### config.mk
export PLATFORM = sky130hd
export DESIGN_NAME = chip8_sprite_blit
export DESIGN_NICKNAME = d
export VERILOG_FILES = /design/src/rtl/chip8_sprite_blit.sv
export SDC_FILE = /design/constraint.sdc
export NUM_CORES = 1
export LEC_CHECK = 0
export CAP_MARGIN = 20
export CORE_MARGIN = 8
export CORE_UTILIZATION = 40
export CTS_BUF_LIST = sky130_fd_sc_hd__clkbuf_16
export CTS_CLUSTER_DIAMETER = 100
export DETAILED_ROUTE_END_ITERATION = 8
export HOLD_SLACK_MARGIN = 0.08
export PLACE_DENSITY = 0.71
export SYNTH_ARGS = -nofsm -noshare
export SYNTH_HDL_FRONTEND = slang
export SYNTH_SLANG_ARGS = --single-unit
### constraint.sdc
create_clock -name clk -period 4.85 [get_ports clk]
set_input_delay 0.485 -clock clk [delete_from_list [all_inputs] [get_ports clk]]
set_output_delay 0.485 -clock clk [all_outputs]
set_load 0.02 [all_outputs]
### src/rtl/chip8_sprite_blit.sv
// rtl/chip8_sprite_blit.sv - DXYN sprite blitter: XOR read-modify-write into the 512x16 framebuffer
// One draw per accepted start; reports collision when any lit pixel is turned off.
module chip8_sprite_blit (
   input  logic        clk,
   input  logic        rst_n,
   input  logic        start,
   input  logic        hires,
   input  logic [6:0]  xIn,
   input  logic [5:0]  yIn,
   input  logic [3:0]  nIn,
   output logic [4:0]  sprAddr,
   input  logic [7:0]  sprData,
   output logic [8:0]  fbAddr,
   input  logic [15:0] fbRdData,
   output logic [15:0] fbWrData,
   output logic        fbWe,
   output logic        busy,
   output logic        done,
   output logic        collision
);

   localparam logic [3:0] IDLE   = 4'd0;
   localparam logic [3:0] SPR_A  = 4'd1;
   localparam logic [3:0] SPR_B  = 4'd2;
   localparam logic [3:0] FB_RD0 = 4'd3;
   localparam logic [3:0] FB_WR0 = 4'd4;
   localparam logic [3:0] FB_RD1 = 4'd5;
   localparam logic [3:0] FB_WR1 = 4'd6;
   localparam logic [3:0] NEXT   = 4'd7;
   localparam logic [3:0] DONE   = 4'd8;

   logic [3:0]  state;
   logic        hiresR;
   logic        wide;
   logic [6:0]  xR;
   logic [5:0]  yR;
   logic [4:0]  rowCount;
   logic [4:0]  row;
   logic [7:0]  hiByte;
   logic [7:0]  loByte;

   logic [6:0]  yRow;
   logic [6:0]  heightLim;
   logic [3:0]  wordNext;
   logic        rightClip;
   logic [15:0] pattern;
   logic [31:0] shifted;
   logic [15:0] maskHi;
   logic [15:0] maskLo;
   logic [4:0]  rowNext;

   // yRow is kept 7 bits wide so the bottom-clip compare sees rows past 63
   always_comb begin
      yRow      = {1'b0, yR} + {2'b00, row};
      heightLim = hiresR ? 7'd64 : 7'd32;
      wordNext  = {1'b0, xR[6:4]} + 4'd1;
      rightClip = wordNext >= (hiresR ? 4'd8 : 4'd4);
      pattern   = wide ? {hiByte, loByte} : {loByte, 8'h00};
      shifted   = {pattern, 16'h0000} >> xR[3:0];
      maskHi    = shifted[31:16];
      maskLo    = shifted[15:0];
      rowNext   = row + 5'd1;
   end

   assign busy = (state != IDLE);
   assign done = (state == DONE);
   assign fbWe = (state == FB_WR0) || (state == FB_WR1);

   // Write data is formed from the read word arriving this cycle, so fbWe and
   // fbWrData both drop the instant the state register is reset.
   always_comb begin
      fbWrData = 16'h0000;
      if (state == FB_WR0)
         fbWrData = fbRdData ^ maskHi;
      else if (state == FB_WR1)
         fbWrData = fbRdData ^ maskLo;
   end

   always_ff @(posedge clk or negedge rst_n) begin
      if (!rst_n) begin
         state     <= IDLE;
         hiresR    <= 1'b0;
         wide      <= 1'b0;
         xR        <= 7'd0;
         yR        <= 6'd0;
         rowCount  <= 5'd0;
         row       <= 5'd0;
         hiByte    <= 8'h00;
         loByte    <= 8'h00;
         sprAddr   <= 5'd0;
         fbAddr    <= 9'd0;
         collision <= 1'b0;
      end else begin
         case (state)
            IDLE: begin
               if (start) begin
                  hiresR    <= hires;
                  xR        <= hires ? xIn : {1'b0, xIn[5:0]};
                  yR        <= hires ? yIn : {1'b0, yIn[4:0]};
                  wide      <= hires && (nIn == 4'd0);
                  rowCount  <= (hires && (nIn == 4'd0)) ? 5'd16 : {1'b0, nIn};
                  row       <= 5'd0;
                  collision <= 1'b0;
                  sprAddr   <= 5'd0;
                  state     <= (!hires && (nIn == 4'd0)) ? DONE : SPR_A;
               end
            end
            SPR_A: begin
               if (wide) begin
                  sprAddr <= {row[3:0], 1'b1};
                  state   <= SPR_B;
               end else begin
                  fbAddr <= {yRow[5:0], xR[6:4]};
                  state  <= FB_RD0;
               end
            end
            SPR_B: begin
               hiByte <= sprData;
               fbAddr <= {yRow[5:0], xR[6:4]};
               state  <= FB_RD0;
            end
            FB_RD0: begin
               loByte <= sprData;
               state  <= FB_WR0;
            end
            FB_WR0: begin
               if ((fbRdData & maskHi) != 16'h0000)
                  collision <= 1'b1;
               if (rightClip) begin
                  state <= NEXT;
               end else begin
                  fbAddr <= fbAddr + 9'd1;
                  state  <= FB_RD1;
               end
            end
            FB_RD1: state <= FB_WR1;
            FB_WR1: begin
               if ((fbRdData & maskLo) != 16'h0000)
                  collision <= 1'b1;
               state <= NEXT;
            end
            NEXT: begin
               row <= rowNext;
               if ((rowNext == rowCount) || ((yRow + 7'd1) >= heightLim)) begin
                  state <= DONE;
               end else begin
                  sprAddr <= wide ? {rowNext[3:0], 1'b0} : rowNext;
                  state   <= SPR_A;
               end
            end
            DONE:    state <= IDLE;
            default: state <= IDLE;
         endcase
      end
   end

endmodule

==> run summary <==
Cts hold-fix bufs = 0
Die H = 126 um
CTS tree = done
Cts repair resizes = 0
DRT Wirelength = 13100 um
Hold_ws = 0.309 ns
WL met2 = 6220 um
Final Hold Fails = 0
DRT antenna net count = 0
Post-synth EDFFs = 0
GP Congestion = 0.895
Most frequent cells in the layout = clkdlybuf4s50_1 (77), dfrtp_1 (59), nand2_1 (51), mux2_2 (43), ha_1 (42)
Mapped Nets = 603
Crit path arrival time = 3.55 ns
Pin count of the biggest net entering global routing = 60
FP Rows = 40
Clock sink total = 59
Fmax = 0.248 GHz
Post-layout min period = 4.04 ns
Total Routing Usage GR = 16.9%
Crit path kind = reg -> out
Syn avg cell area = 9.32 um2
Synth async-reset ratio = 100%
Initial antenna violation count = 0
Max VDD drop = 0.000279 V
WL/cell = 18.0 um
DR pass1 iterations = 5
Outcome = complete, no violations
Commonest non-fill, non-tap cell in the layout = clkdlybuf4s50_1
Compound-Gate Fraction of Synth Area = 16.3%
Final period utilization = 83.3%
DR top layer = met4
Fraction of synthesized cell area in xor and xnor cells = 3.23%
Met3 WL = 690 um
CP Launch Type = flop
Largest family of logic cells by synthesized area = multiplexers
HP Class = in -> async
Synth top area share = 30.8%
Max-Cap Viols = 0
Clk_lat worst skew = 0.33 ns
Largest cells by area after synthesis = dfrtp_1 (31%), ha_1 (11%), mux2_2 (10%)
Area delta synth->final = 24.3%
Flops & latches, synth = 59
Adder-cell share of the synthesized area = 11.4%
Starting density of the core = 40.5%
DR vias/cell = 5.74
Vias = 4188
Main synth FF type = dfrtp_1
Final Skew = 0.00615 ns
Initial drt markers = 274
Total setup buffers inserted after CTS = 0
Setup TNS = 0 ns
Worst rel slew slack = 30.5%
Simple-Gate Fraction of Synth Area = 16.1%
DIE AREA = 15800 um2
I/O Buffers = 78
Pins Over Slew Limit = 0
Gate Count Post-Synth = 515
Root buf cell = clkbuf_16
Leakage power = 2.55 nW
Inserted Diodes = 0
Post-DP Area = 5670 um2
PwrDens = 734 nW/um2
Slew @ Worst Pin = 1.04 ns
First-pass GRT wire length = 21700 um
Synth Cell Area = 4800 um2
Residual DRC = 0
Final #Nets = 665
# H-tree levels = 3
Hpwl dp = 10100 um
Number of global-route vias before repair = 4185
Synth warn = 0
Sequential share of the synthesized area = 30.8%
Worst-path fanout max = 16
Worst setup EP type = output pin
GR Overflow Total = 0
CTS Buffer Depth = 2
Filler cell count = 1097
Layout cells sized above 1 = 13.4%
RSZ-0062 raised after global routing = no
Synth cell types = 55
Worst Path Required = 4.37 ns
Reg clk slew, reported paths = 0.05 ns
Post-synth top area cell = dfrtp_1
CTS Buf Count = 9
Post-route met1 wirelength = 5900 um
Mux share of post-synthesis cell area = 18.6%
Setup violators final = 0
I/O pin cnt = 79
Core Footprint = 11900 um2
Design area = 5960 um2
Die X = 126 um
## Yosys cell counts (3+ instances only)
cell,count
nor3_1,8
a31oi_1,4
mux4_2,7
buf_2,3
a211oi_1,5
a21o_1,3
nor4b_1,4
xnor2_1,8
and2_1,3
nor2_1,39
o2bb2ai_1,4
o21ai_0,32
nand3_1,21
nor2b_1,3
nand2b_1,3
mux2i_1,25
and3_1,5
a22o_1,19
mux2_2,43
clkbuf_1,28
ha_1,42
xor2_1,7
o22ai_1,4
nor4_1,9
a21oi_1,27
nand2_1,51
nand4_1,4
dfrtp_1,59
inv_1,11
## through the flow
stage / power [W] / worst slack [ns] / cells / utilization [%]
after floorplan: 0.00295 / 1.43 / 515 / -
after global placement: 0.00365 / 1.13 / 712 / 47.8
after detailed placement: 0.00374 / 0.914 / 712 / 47.8
after CTS: 0.00437 / 0.785 / 728 / 50.2
after global routing: 0.00473 / 0.539 / 729 / 50.3
final: 0.00437 / 0.811 / 729 / 50.3
## where the power goes
group,total [W],switching (W),internal (W)
sequential,0.00111,0.000381,0.000733
combinational,0.00265,0.00140,0.00126
clock,0.000606,0.000217,0.000390
total,0.00437,0.00200,0.00238
## routing by layer
layer,vias to the layer above,global-route usage (%)
met5,-,0
met4,0,6.66
met3,21,3.70
met2,138,27.1
met1,1996,21.7
li1,2033,-
## final cells by class
class	count	area, um2	area share (%)
inverter	11	41.3	0.692
timing repair buffer	85	826	13.8
sequential	59	1480	24.8
clock inverter	7	60.1	1.01
tap	147	184	3.08
clock buffer	9	225	3.78
multi-input combinational	411	3150	52.8
## logic make-up (layout without fill, tap and decap cells)
group / count (synthesis) / in the layout
compound gates: 117 / 117
flops: 59 / 59
mux: 75 / 75
fa+ha+maj: 43 / 43
buf+inv: 45 / 112
xor+xnor: 16 / 16
simple gates: 160 / 160
## critical path, cell delays in order (launching register included)
cell             delay, ns
dfrtp_1               0.71
buf_4                 0.31
mux4_2                0.53
mux2_2                0.27
a22o_1                0.19
nor2_1                0.09
a21oi_1               0.07
ha_1                  0.31
a22o_1                0.19
clkdlybuf4s50_1       0.54
## sequential cells by signal, indices dropped and copies added, names as in the netlist, 4 cells and up
name and count:
hiByte 8, xR 7, loByte 8, fbAddr 9
rowCount 4, state 4, row 5, yR 6
sprAddr 5
## worst paths after layout
kind,startpoint,cells after the start,to,slack [ns]
worst max-delay path,xR[0]$_DFFE_PN0P_,9,fbWrData[2],0.81
max in group asynchronous,rst_n,2,hiByte[3]$_DFFE_PN0P_,4.04
worst min register to register,collision$_DFFE_PN0P_,1,collision$_DFFE_PN0P_,0.51
min in group clk,collision$_DFFE_PN0P_,1,collision$_DFFE_PN0P_,0.51
worst max register to register,row[0]$_DFFE_PN0P_,14,sprAddr[3]$_DFFE_PN0P_,0.86
worst min-delay path,rst_n,2,xR[4]$_DFFE_PN0P_,0.31
(Power assumes the default switching activity.)
